File: src/rtl/arb_pkg.sv
// Shared types and defaults for the round-robin one-hot arbiter.
// Purpose: arbiter state encoding and default sizing. Latency: n/a. Backpressure: n/a.
package arb_pkg;

    typedef enum logic {
        ARB_IDLE  = 1'b0,
        ARB_GRANT = 1'b1
    } arb_state_t;

    localparam int ARB_N_DEFAULT       = 8;
    localparam int ARB_TIMEOUT_DEFAULT = 16;

endpackage

File: src/rtl/rr_priority_pick.sv
// Purpose: find the first set request at or after the priority pointer, wrapping modulo N.
// Latency: purely combinational.
// Backpressure: none; the result is only consumed when the arbiter decides to (re)grant.
module rr_priority_pick
    import arb_pkg::*;
#(
    parameter int N    = ARB_N_DEFAULT,
    parameter int IDXW = $clog2(N)
) (
    input  logic [N-1:0]    req,
    input  logic [IDXW-1:0] ptr,
    output logic [N-1:0]    pick_onehot,
    output logic [IDXW-1:0] pick_idx,
    output logic            any
);

    logic [2*N-1:0] dbl;
    logic [2*N-1:0] rot;
    logic           found;
    int             off;
    int             sum;

    assign dbl = {req, req};
    assign rot = dbl >> ptr;
    assign any = |req;

    always_comb begin
        found       = 1'b0;
        off         = 0;
        pick_onehot = '0;
        for (int i = 0; i < N; i++) begin
            if (!found && rot[i]) begin
                found = 1'b1;
                off   = i;
            end
        end
        // Rotated offset back to an absolute index; ptr < N so one subtraction wraps it.
        sum = int'(ptr) + off;
        if (sum >= N) begin
            sum = sum - N;
        end
        pick_idx = any ? IDXW'(sum) : '0;
        if (any) begin
            pick_onehot[pick_idx] = 1'b1;
        end
    end

endmodule

File: src/rtl/rr_onehot_arbiter.sv
// Purpose: round-robin arbiter giving a registered one-hot mux select; optional watchdog via RR_ARB_TIMEOUT_EN.
// Latency: grant 1 cycle after req sampled high; ack re-arbitrates in the same edge (no bubble).
// Backpressure: a grant is held until ack, reset, or (with RR_ARB_TIMEOUT_EN) the watchdog forces release.
module rr_onehot_arbiter
    import arb_pkg::*;
#(
    parameter int N       = ARB_N_DEFAULT,
    parameter int TIMEOUT = ARB_TIMEOUT_DEFAULT,
    parameter int IDXW    = $clog2(N)
) (
    input  logic            clk,
    input  logic            reset,
    input  logic [N-1:0]    req,
    input  logic            ack,
    output logic [N-1:0]    grant,
    output logic            grant_valid,
    output logic [IDXW-1:0] grant_idx,
    output logic            timeout
);

    if (N < 2 || TIMEOUT < 1) begin : g_param_check
        $error("rr_onehot_arbiter: requires N >= 2 and TIMEOUT >= 1");
    end

    arb_state_t      state_q, state_d;
    logic [N-1:0]    grant_q, grant_d;
    logic [IDXW-1:0] grant_idx_q, grant_idx_d;
    logic [IDXW-1:0] ptr_q, ptr_d;
    logic            vld_q, vld_d;
    logic            to_q, to_d;

    logic [IDXW-1:0] ptr_adv;
    logic [IDXW-1:0] pick_ptr;
    logic [N-1:0]    pick_onehot;
    logic [IDXW-1:0] pick_idx;
    logic            any;
    logic            rel;
    logic            forced;

`ifdef RR_ARB_TIMEOUT_EN
    localparam int CNTW = $clog2(TIMEOUT + 1);
    logic [CNTW-1:0] cnt_q, cnt_d;

    // A same-cycle ack wins over the watchdog, so forced release needs ack low.
    assign forced = (state_q == ARB_GRANT) && !ack && (cnt_q == CNTW'(TIMEOUT));

    always_comb begin
        cnt_d = cnt_q;
        if (state_q == ARB_IDLE || rel) begin
            cnt_d = '0;
        end else begin
            cnt_d = cnt_q + CNTW'(1);
        end
    end

    always_ff @(posedge clk) begin
        if (reset) begin
            cnt_q <= '0;
        end else begin
            cnt_q <= cnt_d;
        end
    end
`else
    assign forced = 1'b0;
`endif

    assign rel      = (state_q == ARB_GRANT) && (ack || forced);
    assign ptr_adv  = (grant_idx_q == IDXW'(N - 1)) ? '0 : grant_idx_q + IDXW'(1);
    // On release the freshly advanced pointer is used so the pick happens in the same edge.
    assign pick_ptr = rel ? ptr_adv : ptr_q;

    rr_priority_pick #(
        .N    (N),
        .IDXW (IDXW)
    ) u_pick (
        .req         (req),
        .ptr         (pick_ptr),
        .pick_onehot (pick_onehot),
        .pick_idx    (pick_idx),
        .any         (any)
    );

    always_comb begin
        state_d     = state_q;
        grant_d     = grant_q;
        grant_idx_d = grant_idx_q;
        vld_d       = vld_q;
        ptr_d       = ptr_q;
        to_d        = 1'b0;
        case (state_q)
            ARB_IDLE: begin
                if (any) begin
                    state_d     = ARB_GRANT;
                    grant_d     = pick_onehot;
                    grant_idx_d = pick_idx;
                    vld_d       = 1'b1;
                end
            end
            ARB_GRANT: begin
                if (rel) begin
                    ptr_d       = ptr_adv;
                    to_d        = forced;
                    grant_d     = pick_onehot;
                    grant_idx_d = pick_idx;
                    vld_d       = any;
                    state_d     = any ? ARB_GRANT : ARB_IDLE;
                end
            end
            default: state_d = ARB_IDLE;
        endcase
    end

    always_ff @(posedge clk) begin
        if (reset) begin
            state_q     <= ARB_IDLE;
            grant_q     <= '0;
            grant_idx_q <= '0;
            vld_q       <= 1'b0;
            ptr_q       <= '0;
            to_q        <= 1'b0;
        end else begin
            state_q     <= state_d;
            grant_q     <= grant_d;
            grant_idx_q <= grant_idx_d;
            vld_q       <= vld_d;
            ptr_q       <= ptr_d;
            to_q        <= to_d;
        end
    end

    assign grant       = grant_q;
    assign grant_valid = vld_q;
    assign grant_idx   = grant_idx_q;
    assign timeout     = to_q;

endmodule

File: config.mk
export PLATFORM = sky130hd
export DESIGN_NAME = rr_onehot_arbiter
export DESIGN_NICKNAME = d
export VERILOG_FILES = /design/src/rtl/arb_pkg.sv /design/src/rtl/rr_priority_pick.sv /design/src/rtl/rr_onehot_arbiter.sv
export SDC_FILE = /design/constraint.sdc
export NUM_CORES = 1
export LEC_CHECK = 0
export ABC_AREA = 1
export CAP_MARGIN = 30
export CORE_MARGIN = 3
export CORE_UTILIZATION = 50
export DETAILED_ROUTE_END_ITERATION = 10
export PLACE_DENSITY = 0.78
export SKIP_LAST_GASP = 1
export SLEW_MARGIN = 10
export SYNTH_ARGS = -nofsm -noshare
export SYNTH_HDL_FRONTEND = slang
export SYNTH_HIERARCHICAL = 1
export SYNTH_SLANG_ARGS = --single-unit
File: constraint.sdc
create_clock -name clk -period 5.65 [get_ports clk]
set_clock_uncertainty 0.2 [all_clocks]
set_input_delay 0.8475 -clock clk [delete_from_list [all_inputs] [get_ports clk]]
set_output_delay 0.8475 -clock clk [all_outputs]
set_load 0.03 [all_outputs]
[After elaboration in Yosys (flattened, before gate mapping)]
Cells that the tools add are included.
Word-level totals
  word-level logic and storage cells: 67
  register bits after elaboration: 16
Cells by class
  reductions and logical operators: 18
  multiplexer cells: 33
  shifts and indexed selects: 1
  bitwise logic cells: 1
  equality and inequality tests: 3
  add/subtract/negate cells: 3
  order comparisons: 3
Operators by type and width (count)
  two-way mux 3 bit: 10
  two-way mux 8 bit: 3
  one-hot mux 8 bit (2 select lines): 1
  >> shifter 16 x 3 -> 8 bit: 1
  two-way mux 1 bit: 13
  logical AND 1 bit: 9
  OR reduction 8 bit: 1
  zero test 1 bit: 7
  one-hot mux 3 bit (2 select lines): 1
  adder 3 x 3 -> 4 bit: 1
  >= comparator 4 bit (second input constant): 1
  < comparator 3 x 4 -> 1 bit (second input constant): 1
  two-way mux 2 bit: 2
  one-hot mux 1 bit (2 select lines): 2
  adder 3 x 1 -> 3 bit (second input constant): 1
  demux 1 bit (select 3 bit): 1
  equality test 3 bit (second input constant): 1
  >= comparator 3 x 1 -> 1 bit (second input constant): 1
  subtractor 3 x 1 -> 3 bit (second input constant): 1
  != test 2 x 1 -> 1 bit (second input constant): 1
  != test 2 bit (second input constant): 1
  AND reduction 2 bit: 1
  inverter 1 bit: 1

[Depth between registers and ports, before layout]
Gate-level depths: netlist of run 1.
  depth in word-level cells: 37
  depth in mapped cells: 27
  gate-level depth less buffers: 26

[Cells and area by module]
Netlist of run 1, hierarchy kept.
By module, submodules not included
  rr_onehot_arbiter: times used 1, area each 725.7 um2, cells an instance 108
  rr_priority_pick: times used 1, area each 711.9 um2, cells an instance 113

[Least setup slack after synthesis of run 1]
Ideal clock, no wire load.
  path kind: input port to flip-flop
  from: input port ack
  to: register grant_q[2] (netlist: grant[2])
  arrival time: 3.402 ns
  buffers on the path: 2
  stages on the path: 25
  slack: 1.984 ns
  cells stage by stage: nand2_2 buf_6 nand2_1 nand2_1 buf_6 inv_8 nand2_2 nand3_1 nand2_1 o21a_1 nand3_2 nor2_2 nand3_1 o221ai_1 ha_1 fa_1 xor2_1 inv_1 nand2_1 nand2_4 nand2_4 nand2_2 nor2_1 nor2_1 nor2_1
Between the ends
  longest elaborated chain between the ends: 36
  elaborated cells on any way between the ends: 47
  classes of those cells: add/sub (2); order compare (3); eq/ne (1); shift (1); mux (23); reduce/logical (17)
RTL lines
  from (decl): RTL line rr_onehot_arbiter.sv:14  | input logic ack,
  logical AND 1 bit *: RTL line rr_onehot_arbiter.sv:67  | assign rel = (state_q == ARB_GRANT) && (ack || forced);
  two-way mux 3 bit *
  net pick_ptr[0]: RTL line rr_onehot_arbiter.sv:33  | logic [IDXW-1:0] pick_ptr;
  >> shifter 16 x 3 -> 8 bit: RTL line rr_priority_pick.sv:24  | assign rot = dbl >> ptr;
  two-way mux 1 bit: RTL line rr_priority_pick.sv:32  | if (!found && rot[i]) begin
  zero test 1 bit: RTL line rr_priority_pick.sv:32
  logical AND 1 bit: RTL line rr_priority_pick.sv:32
  two-way mux 1 bit: RTL line rr_priority_pick.sv:32
  [... 22 more ...]
  < comparator 3 x 4 -> 1 bit (not written as such) or >= comparator 3 x 1 -> 1 bit (tied branches): RTL line rr_priority_pick.sv:44  | pick_onehot[pick_idx] = 1'b1;
  logical AND 1 bit (not written as such): RTL line rr_priority_pick.sv:44
  two-way mux 1 bit (not written as such): RTL line rr_priority_pick.sv:44
  demux 1 bit (select 3 bit) *
  two-way mux 8 bit *: RTL line rr_priority_pick.sv:43  | if (any) begin
  two-way mux 8 bit, on equally long branches: RTL line rr_onehot_arbiter.sv:100, rr_onehot_arbiter.sv:92
  one-hot mux 8 bit (2 select lines) *: RTL line rr_onehot_arbiter.sv:90  | case (state_q)
  net grant_d[2]: RTL line rr_onehot_arbiter.sv:26  | logic [N-1:0] grant_q, grant_d;
  to (signal assigned): RTL line rr_onehot_arbiter.sv:123  | grant_q <= grant_d;
  to (decl): RTL line rr_onehot_arbiter.sv:26
Mark *: on every way through the listed nets, which the timed path passes. The rest lies on a longest branch. The select of a mux whose other input is x is not followed.
A chain may end at the register's enable or synchronous reset.

[Final worst setup path of run 1]
  from: input port ack
  to: register grant_q[3] (netlist: grant[3])
Same word-level chain as after synthesis.

==> results.toml, run 1 <==
[drt]
drc = 0
drtAntennaViolNets = 0
wl_per_cell_um = 11.2
wl_met1_um = 1580
vias_per_cell = 5.14
via_count = 1377
route.met2.wl_um = 1250
drt_iter0_drc = 98
dr_wl_met3_um = 166
topRoutingLayerUsed = "met4"
dr.pass1.iters = 4
totalWireLength_um = 3010

[layout]
finalInstanceArea_mm2 = 0.00163
layout-drive-gt1-share_pct = 16.4
final_cells = 268
final_util_pct = 62.5
nets = 255
syn_to_final_growth_pct = 13.7
antenna_cells = 0

[cts]
cts-root-buf = "clkbuf_4"
cts_tree = "built"
path_clk_slew_ps = 90
cts_buffers = 3
ctsResizeCount = 0
clock_latency_ps = 280
clock_sinks = 16
ctsHoldBuffers = 0
cts_max_level = 1
post_cts_buffers = 0
clock_path_buffers = 2

[synth]
synth-seq-cells = 16
syn_nets = 236
ys_seq_area_share_pct = 22.3
yosysTopAreaCell = "dfxtp_1"
synth_area_leaders = "dfxtp_1, nand2_1, nand3_1"
yosys_warnings = 6
synthesis.area_mm2 = 0.00144
yosysTopAreaCellShare_pct = 22.3
postSynthAreaPerCell_um2 = 6.51
ys_types = 32
syn_inst = 221

[placed_design]
post_dp_cell_area_mm2 = 0.00161
port_buffers = 22
dp_hpwl_um = 2420
gp_congestion = 0.933
pre_cts_ws_ps = 950
placed_cells = 265

[floorplan]
initial_core_util_pct = 55.0
num_rows = 18
ioPinCount = 24
die_y_um = 59.6
die_x_um = 59.6
dieArea_mm2 = 0.00355
core-area_mm2 = 0.00261

[pwr]
leakage_nw = 0.802
peakVddDrop_v = 0.000226
power_density_mw_per_mm2 = 311

[sta]
slew_violations = 0
fin_setup_tns_ps = 0
fin_ws_ps = 1220
hold_viol = 0
period_share_pct = 78.4
setup_viol = 0
post-route-min-period_ps = 4430
max_freq_ghz = 0.226
rsz0062_at_grt = "no"

[setup_path]
worst-endpoint-arrival_ps = 4460
crit_slowest_cell = "clkdlybuf4s50_1"
path_cells = "clkdlybuf4s50_1, nand2_2, o21ai_0, inv_1, inv_1, nand3_1, nand2_2, nor2_4, nand3_2, nor2_2, nand3_1, o221ai_1, ha_1, fa_1, xor2_1, inv_1, nand2_1, nand2_4, nand2_4, nand2_2, nor2_1, nor2_1, nor2_1"
cp-end-kind = "flip-flop"
crit_type = "primary input to flip-flop"
critical_path_peak_fanout = 18
critical-path-max-stage-delay_ps = 490
startpoint_type = "primary input"
required_ps = 5680

[global_route]
antenna_found_initial = 0
grt_pass1_vias = 1223
track_usage_pct = 19.7
grt_pass1_wl_um = 5390
gr-total-overflow = 0
grt_max_degree = 19

[run]
cap_violations = 0

[run_status]
outcome = "finished, final reports clean"

[min_path]
min_path_type = "flip-flop to flip-flop"
cell usage in the layout (no fill, tap or decap), types with 2 or more instances in the layout:
master / count
nand3_2: 11
clkdlybuf4s50_1: 22
ha_1: 3
nand2_4: 5
inv_1: 30
o21ai_0: 2
nor2_1: 36
dfxtp_1: 16
clkbuf_4: 3
nand3_1: 31
a21oi_1: 3
nor2_4: 2
nand2_2: 12
or4_1: 2
nand2_1: 46
kinds of logic (layout without fill, tap and decap cells):
group           count (synthesis)  in the layout  share of synthesized area [%]
other cells                     1              1                          0.261
buf+inv                        41             58                           15.1
simple gates                  146            146                           52.0
xor+xnor                        1              1                          0.609
flops                          16             16                           22.3
compound gates                 12             12                           5.66
fa+ha+maj                       4              4                           4.00
layout make-up:
| cell class | count | area, µm² |
|---|---|---|
| sequential | 16 | 320 |
| timing repair buffer | 22 | 220 |
| tap | 30 | 37.5 |
| inverter | 33 | 134 |
| clock buffer | 3 | 22.5 |
| fill | 244 | 978 |
| multi-input combinational | 164 | 900 |
sequential cells by signal, summed over array words and instances, names as in the netlist:
name / cells
ptr_q: 3
state_q: 1
grant_idx: 3
grant: 8
grant_valid: 1
worst max-delay path: cells and delay by family:
| kind | cells | cell delay, ps |
|---|---|---|
| AOI/OAI and AO/OA | 2 | 430 |
| xor gates and xnor gates | 1 | 230 |
| adders and majority gates | 2 | 600 |
| and+or+nand+nor | 14 | 1250 |
| buffers and inverters | 4 | 1100 |
synthesized netlist by cell type, drive strengths merged:
cell type	n
o221ai	1
xor2	1
o21a	1
inv	33
nand3	42
nand2	63
a31oi	1
clkbuf	1
a21o	1
a21oi	3
or4	2
o21ai	3
conb	1
buf	7
ha	3
o31ai	1
dfxtp	16
fa	1
nor2	39
a41oi	1
routing by layer:
| metal | up-vias | GRT usage (%) |
|---|---|---|
| li1 | 731 | - |
| met1 | 611 | 31.3 |
| met2 | 33 | 27.6 |
| met3 | 2 | 3.92 |
| met4 | 0 | 2.85 |
| met5 | - | 0 |
stage by stage:
step                power, mW  hold WS [ps]
floorplan               0.387           245
global placement        0.447           263
detailed placement      0.448           260
CTS                     0.511           279
global route            0.556           308
finish                  0.508           273
path summary, 6_finish.rpt:
kind | start | to | slack [ps] | cells after the start
hold / removal | grant_valid$_SDFFE_PP0P_ | grant_valid$_SDFFE_PP0P_ | 270 | 2
setup reg to reg | grant_idx[0]$_SDFFE_PP0P_ | grant[3]$_SDFFE_PP0P_ | 1710 | 23
hold reg to reg | grant_valid$_SDFFE_PP0P_ | grant_valid$_SDFFE_PP0P_ | 270 | 2
setup / recovery | ack | grant[3]$_SDFFE_PP0P_ | 1220 | 23
power by group:
group | internal, mW | switching (mW)
Clock | 0.0247 | 0.0348
Sequential | 0.129 | 0.00982
Combinational | 0.112 | 0.197
Total | 0.266 | 0.241
No activity file was read; power rests on OpenSTA's default activity.
==> inputs of run 2 (changes only) <==
- CORE_UTILIZATION: 50 -> 48
- clock period: 5.65 -> 3.7 ns (I/O delays scaled with it)
==> run 2 against run 1 <==
  * Die area is 3.7% higher
  * Final cell count is 6.0% higher
  * Clock power is 100% higher
  * Cell area is 10% higher
  * Wire length is 4.9% higher
  * Critical path depth is 2 higher
  * Core utilization is 1.8 points higher
  * First-iteration DRC count is 32% lower
  * Critical path type is now flip-flop to flip-flop
==> results.toml, run 2 (same netlist as run 1, synthesis figures left out) <==
[sta]
post-route-min-period_ps = 3450
hold_viol = 0
max_freq_ghz = 0.289
setup_viol = 0
slew_violations = 0
period_share_pct = 93.4
fin_ws_ps = 246

[cts]
cts_buffers = 3
cts-root-buf = "clkbuf_4"
cts_tree = "built"
clock_path_buffers = 2
clock_sinks = 16
path_clk_slew_ps = 100
cts_max_level = 1
ctsHoldBuffers = 0
clock_latency_ps = 300

[drt]
drt_iter0_drc = 67
dr.pass1.iters = 4
drtAntennaViolNets = 0
vias_per_cell = 4.99
via_count = 1418
totalWireLength_um = 3160
wl_per_cell_um = 11.1
drc = 0

[floorplan]
num_rows = 19
die_x_um = 60.7
ioPinCount = 24
die_y_um = 60.7
dieArea_mm2 = 0.00369
core-area_mm2 = 0.00281
initial_core_util_pct = 51.2

[setup_path]
rr_startpoint = "grant_idx[0]$_SDFFE_PP0P_"
cp-end-kind = "flip-flop"
required_ps = 3730
r2r_setup_slack_ps = 250
cp-endpoint = "grant[2]$_SDFFE_PP0P_"
crit_type = "flip-flop to flip-flop"
rr_endpoint = "grant[2]$_SDFFE_PP0P_"
critical_path_peak_fanout = 10
startpoint_type = "flip-flop"
reg2regPathDepth = 25
cp-startpoint = "grant_idx[0]$_SDFFE_PP0P_"
worst-endpoint-arrival_ps = 3490

[global_route]
antenna_found_initial = 0
grt_max_degree = 13
track_usage_pct = 17.5
gr-total-overflow = 0
grt_pass1_vias = 1253
grt_pass1_wl_um = 4950

[layout]
final_util_pct = 64.4
layout_common_cells = "nand2_1, nor2_1, nand3_1, inv_1, clkdlybuf4s50_1"
fill_cells = 262
nets = 269
regArea_um2 = 322
largest_reg_flops = 8
final_common_cell = "nand2_1"
antenna_cells = 0
layout-drive-gt1-share_pct = 26.5
syn_to_final_growth_pct = 25.6
multi_input_area_um2 = 935

[run_status]
outcome = "finished, final reports clean"

[pwr]
peakVddDrop_v = 0.000331
power_density_mw_per_mm2 = 487
leakage_nw = 0.891

[placed_design]
dp_hpwl_um = 2430
pre_cts_ws_ps = -448
gp_congestion = 0.913
port_buffers = 22

[min_path]
min_path_type = "flip-flop to flip-flop"

[run]
cap_violations = 0
==> run 2: cell types whose count changed in the layout (fill, tap and decap cells not counted), moves of 2 or more <==
cell     previous run  this run
nand2_1            46        42
buf_4               0        13
o21ai_0             2         0
inv_1              30        27
inv_2               1         4
nand2_2            12        15
o21ai_1             0         2
==> run 2: repair_timing <==
item,CTS,global route
pin swaps,0,5
buffers inserted,0,1
endpoints found under the setup margin,10,10
resized for setup,4,13
==> run 2: cell type report <==
cell class	instances	share of cell area, %
multi-input combinational	164	51.8
timing repair buffer	36	18.8
sequential	16	17.8
inverter	33	7.42
tap	31	2.15
clock buffer	4	2.01
==> run 2: stage by stage <==
step                      hold slack [ps]  cells  power (mW)  TNS (ps)  area [µm²]
after CTS                             282    283       0.865         0        1770
after global placement                258    279       0.735     -3320        1720
after detailed placement              263    279       0.741     -4000        1720
after floorplan                       245    221       0.590         0        1440
final                                 275    284       0.878         0        1810
after global routing                  310    284       0.947     -53.7        1810
==> run 2: power by group <==
group | internal [mW] | leakage [nW] | switching [mW] | total (mW)
combinational | 0.228 | 0.738 | 0.318 | 0.546
sequential | 0.198 | 0.132 | 0.0161 | 0.214
clock | 0.0600 | 0.0210 | 0.0586 | 0.119
total | 0.486 | 0.891 | 0.392 | 0.878
==> run 2: worst min path at each step <==
stage                        startpoint                       end  slack (ps)  depth (start not counted)
2_1_floorplan     ptr_q[0]$_SDFFE_PP0P_     ptr_q[0]$_SDFFE_PP0P_         240                          2
6_report       grant_valid$_SDFFE_PP0P_  grant_valid$_SDFFE_PP0P_         270                          2
3_5_place_dp   grant_valid$_SDFFE_PP0P_  grant_valid$_SDFFE_PP0P_         260                          2
5_1_grt        grant_valid$_SDFFE_PP0P_  grant_valid$_SDFFE_PP0P_         310                          2
3_3_place_gp   grant_valid$_SDFFE_PP0P_  grant_valid$_SDFFE_PP0P_         260                          2
4_1_cts        grant_valid$_SDFFE_PP0P_  grant_valid$_SDFFE_PP0P_         280                          2
==> run 2: critical path, stage by stage (launching register included) <==
cell and delay (ps):
dfxtp_2 350, ha_1 190, ha_1 170, nor2_1 80, nand2_1 80, nand2_2 80
buf_12 130, nand2_1 80, nand3_1 110, nand2_1 60, o21a_1 200, nand3_2 90
nor2_2 40, nand3_1 50, o221ai_1 120, ha_2 200, fa_2 350, xor2_2 200
inv_1 80, nand2_2 90, nand2_4 70, nand2_4 70, nand2_2 50, nor2_1 90
nor2_1 50, nor2_1 100
==> run 2: per-layer routing <==
layer  track usage (%)  wire length, µm  vias to the layer above
met3              2.13               88                        7
li1                  -                -                      756
met1              20.6             1410                      630
met4              8.98               63                        0
met2              30.8             1590                       25
met5                 0                0                        -
==> inputs of run 3 (changes only) <==
- CORE_UTILIZATION: 48 -> 50
- DONT_BUFFER_PORTS: default -> 1
- PLACE_DENSITY: 0.78 -> 0.7
==> run 3 against run 2 <==
  * Hold slack got worse by 150 ps
  * Maximum frequency decreased by 5.4%
  * Total power increased by 8.8%
  * Worst setup slack got worse by 200 ps
  * Clock power decreased by 21%
  * Count of clock-buffer cells in the layout decreased by 1
  * Cell area increased by 5.4%
  * Critical path type unchanged
  * Highest routed layer unchanged
==> results.toml, run 3 (same netlist as run 1, synthesis figures left out) <==
[run_status]
outcome = "finished, final reports clean"

[pwr]
leakage_nw = 0.867
peakVddDrop_v = 0.000424
power_density_mw_per_mm2 = 502
p_total_uw = 955

[layout]
nets = 246
final_util_pct = 72.8
finalInstanceArea_mm2 = 0.00190
layout-drive-gt1-share_pct = 42.4
final_common_cell = "nand2_1"
antenna_cells = 0
syn_to_final_growth_pct = 32.4
final_cells = 259
largest_reg_flops = 8
layout_common_cells = "nand2_1, nor2_1, inv_1, nand3_2, dfxtp_1"

[setup_path]
critical-path-max-stage-delay_ps = 350
crit_buf_inv = 4
required_ps = 3740
crit_slowest_cell = "dfxtp_2"
crit_family = "simple AND/OR/NAND/NOR gates"
crit_type = "flip-flop to flip-flop"
startpoint_type = "flip-flop"
critical_path_peak_fanout = 8
cp-end-kind = "flip-flop"
worst-endpoint-arrival_ps = 3690
r2r_setup_slack_ps = 50
crit_top_cell = "nand2_2"

[sta]
max_freq_ghz = 0.274
slew_violations = 0
post-route-min-period_ps = 3650
hold_viol = 0
fin_setup_tns_ps = 0
setup_viol = 0
period_share_pct = 98.7

[cts]
cts_max_level = 1
cts-root-buf = "clkbuf_4"
cts_tree = "built"
clock_sinks = 16
cts_buffers = 3
path_clk_slew_ps = 100
clock_path_buffers = 2
clock_latency_ps = 290
ctsHoldBuffers = 0

[drt]
dr.pass1.iters = 4
via_count = 1496
drt_iter0_drc = 88
wl_per_cell_um = 16.4
vias_per_cell = 5.78
drc = 0
totalWireLength_um = 4250
drtAntennaViolNets = 0

[floorplan]
die_y_um = 59.6
die_x_um = 59.6
initial_core_util_pct = 55.0
num_rows = 18
core-area_mm2 = 0.00261
ioPinCount = 24
dieArea_mm2 = 0.00355

[placed_design]
placed_cells = 249
dp_hpwl_um = 2560
gp_congestion = 0.918
port_buffers = 0
post_dp_cell_area_mm2 = 0.00145

[run]
cap_violations = 0

[global_route]
grt_pass1_vias = 1246
grt_max_degree = 13
track_usage_pct = 19.6
antenna_found_initial = 0
gr-total-overflow = 0
grt_pass1_wl_um = 5350

[min_path]
min_path_type = "primary input to flip-flop"
==> run 3: cell types whose count changed in the layout (fill, tap and decap cells not counted), moves of 4 or more <==
cell | before | now
nand3_4 | 0 | 8
clkdlybuf4s50_1 | 21 | 0
nand2_4 | 6 | 11
nand2_8 | 0 | 4
nor2_4 | 2 | 6
nand3_2 | 12 | 21
nor2_1 | 35 | 30
nand3_1 | 30 | 13
nand2_1 | 42 | 37
nand2_2 | 15 | 11
==> run 3: final cells by class <==
cell class / instances / area (µm²)
Multi-Input combinational cell: 164 / 1240
Inverter: 33 / 153
Tap cell: 30 / 37.5
Fill cell: 197 / 709
Timing Repair Buffer: 13 / 128
Clock buffer: 3 / 22.5
Sequential cell: 16 / 322
==> run 3: worst paths after layout <==
| kind | to | depth (start not counted) | startpoint |
|---|---|---|---|
| max reg2reg | grant[2]$_SDFFE_PP0P_ | 27 | grant_idx[0]$_SDFFE_PP0P_ |
| min | state_q$_SDFF_PP0_ | 1 | reset |
| min reg2reg | ptr_q[0]$_SDFFE_PP0P_ | 2 | ptr_q[0]$_SDFFE_PP0P_ |
| max | grant[2]$_SDFFE_PP0P_ | 27 | grant_idx[0]$_SDFFE_PP0P_ |
==> run 3: routing by layer <==
metal	share of wire (%)	wire (µm)	up-vias	track usage (%)
li1	-	-	711	-
met1	38	1620	701	26.1
met2	51	2180	69	32.3
met4	4.1	173	0	3.80
met3	6.6	281	15	4.58
met5	0	0	-	0
==> run 3: power by group <==
part / total (mW) / switching, mW / internal, mW / leakage (nW)
Clock: 0.0946 / 0.0567 / 0.0379 / 0.0138
Combinational: 0.616 / 0.386 / 0.230 / 0.721
Sequential: 0.245 / 0.0467 / 0.198 / 0.132
==> run 3: worst reg2reg max path, stage by stage, from the launching register on <==
cell and delay [ps]:
dfxtp_2 350, ha_4 160, ha_4 150, nor2_4 100, nand2_2 70, nand2_4 100
buf_12 150, clkinv_16 100, nand2_8 90, nand3_2 90, nand3_2 90, nand2_2 70
nor2_4 140, nand3_4 110, nor2_4 150, buf_4 140, o21ai_2 90, o31ai_2 110
fa_2 300, xor2_2 180, inv_1 80, nand2_2 100, nand2_4 70, nand2_4 80
nand2_2 80, nor2_2 80, nor2_1 50, nor2_1 100
==> run 3: metrics by stage <==
stage | hold slack (ps) | setup slack, ps
detailed placement | 265 | -13.4
floorplan | 245 | 212
global placement | 256 | 89.3
finish | 121 | 47.7
CTS | 118 | 43.9
global route | 103 | -146
==> run 3: what timing repair did <==
action                                  CTS  global route
hold endpoints to repair                  0             0
endpoints found under the setup margin    0            10
setup buffers                             0             6
gates resized for setup                   0            79
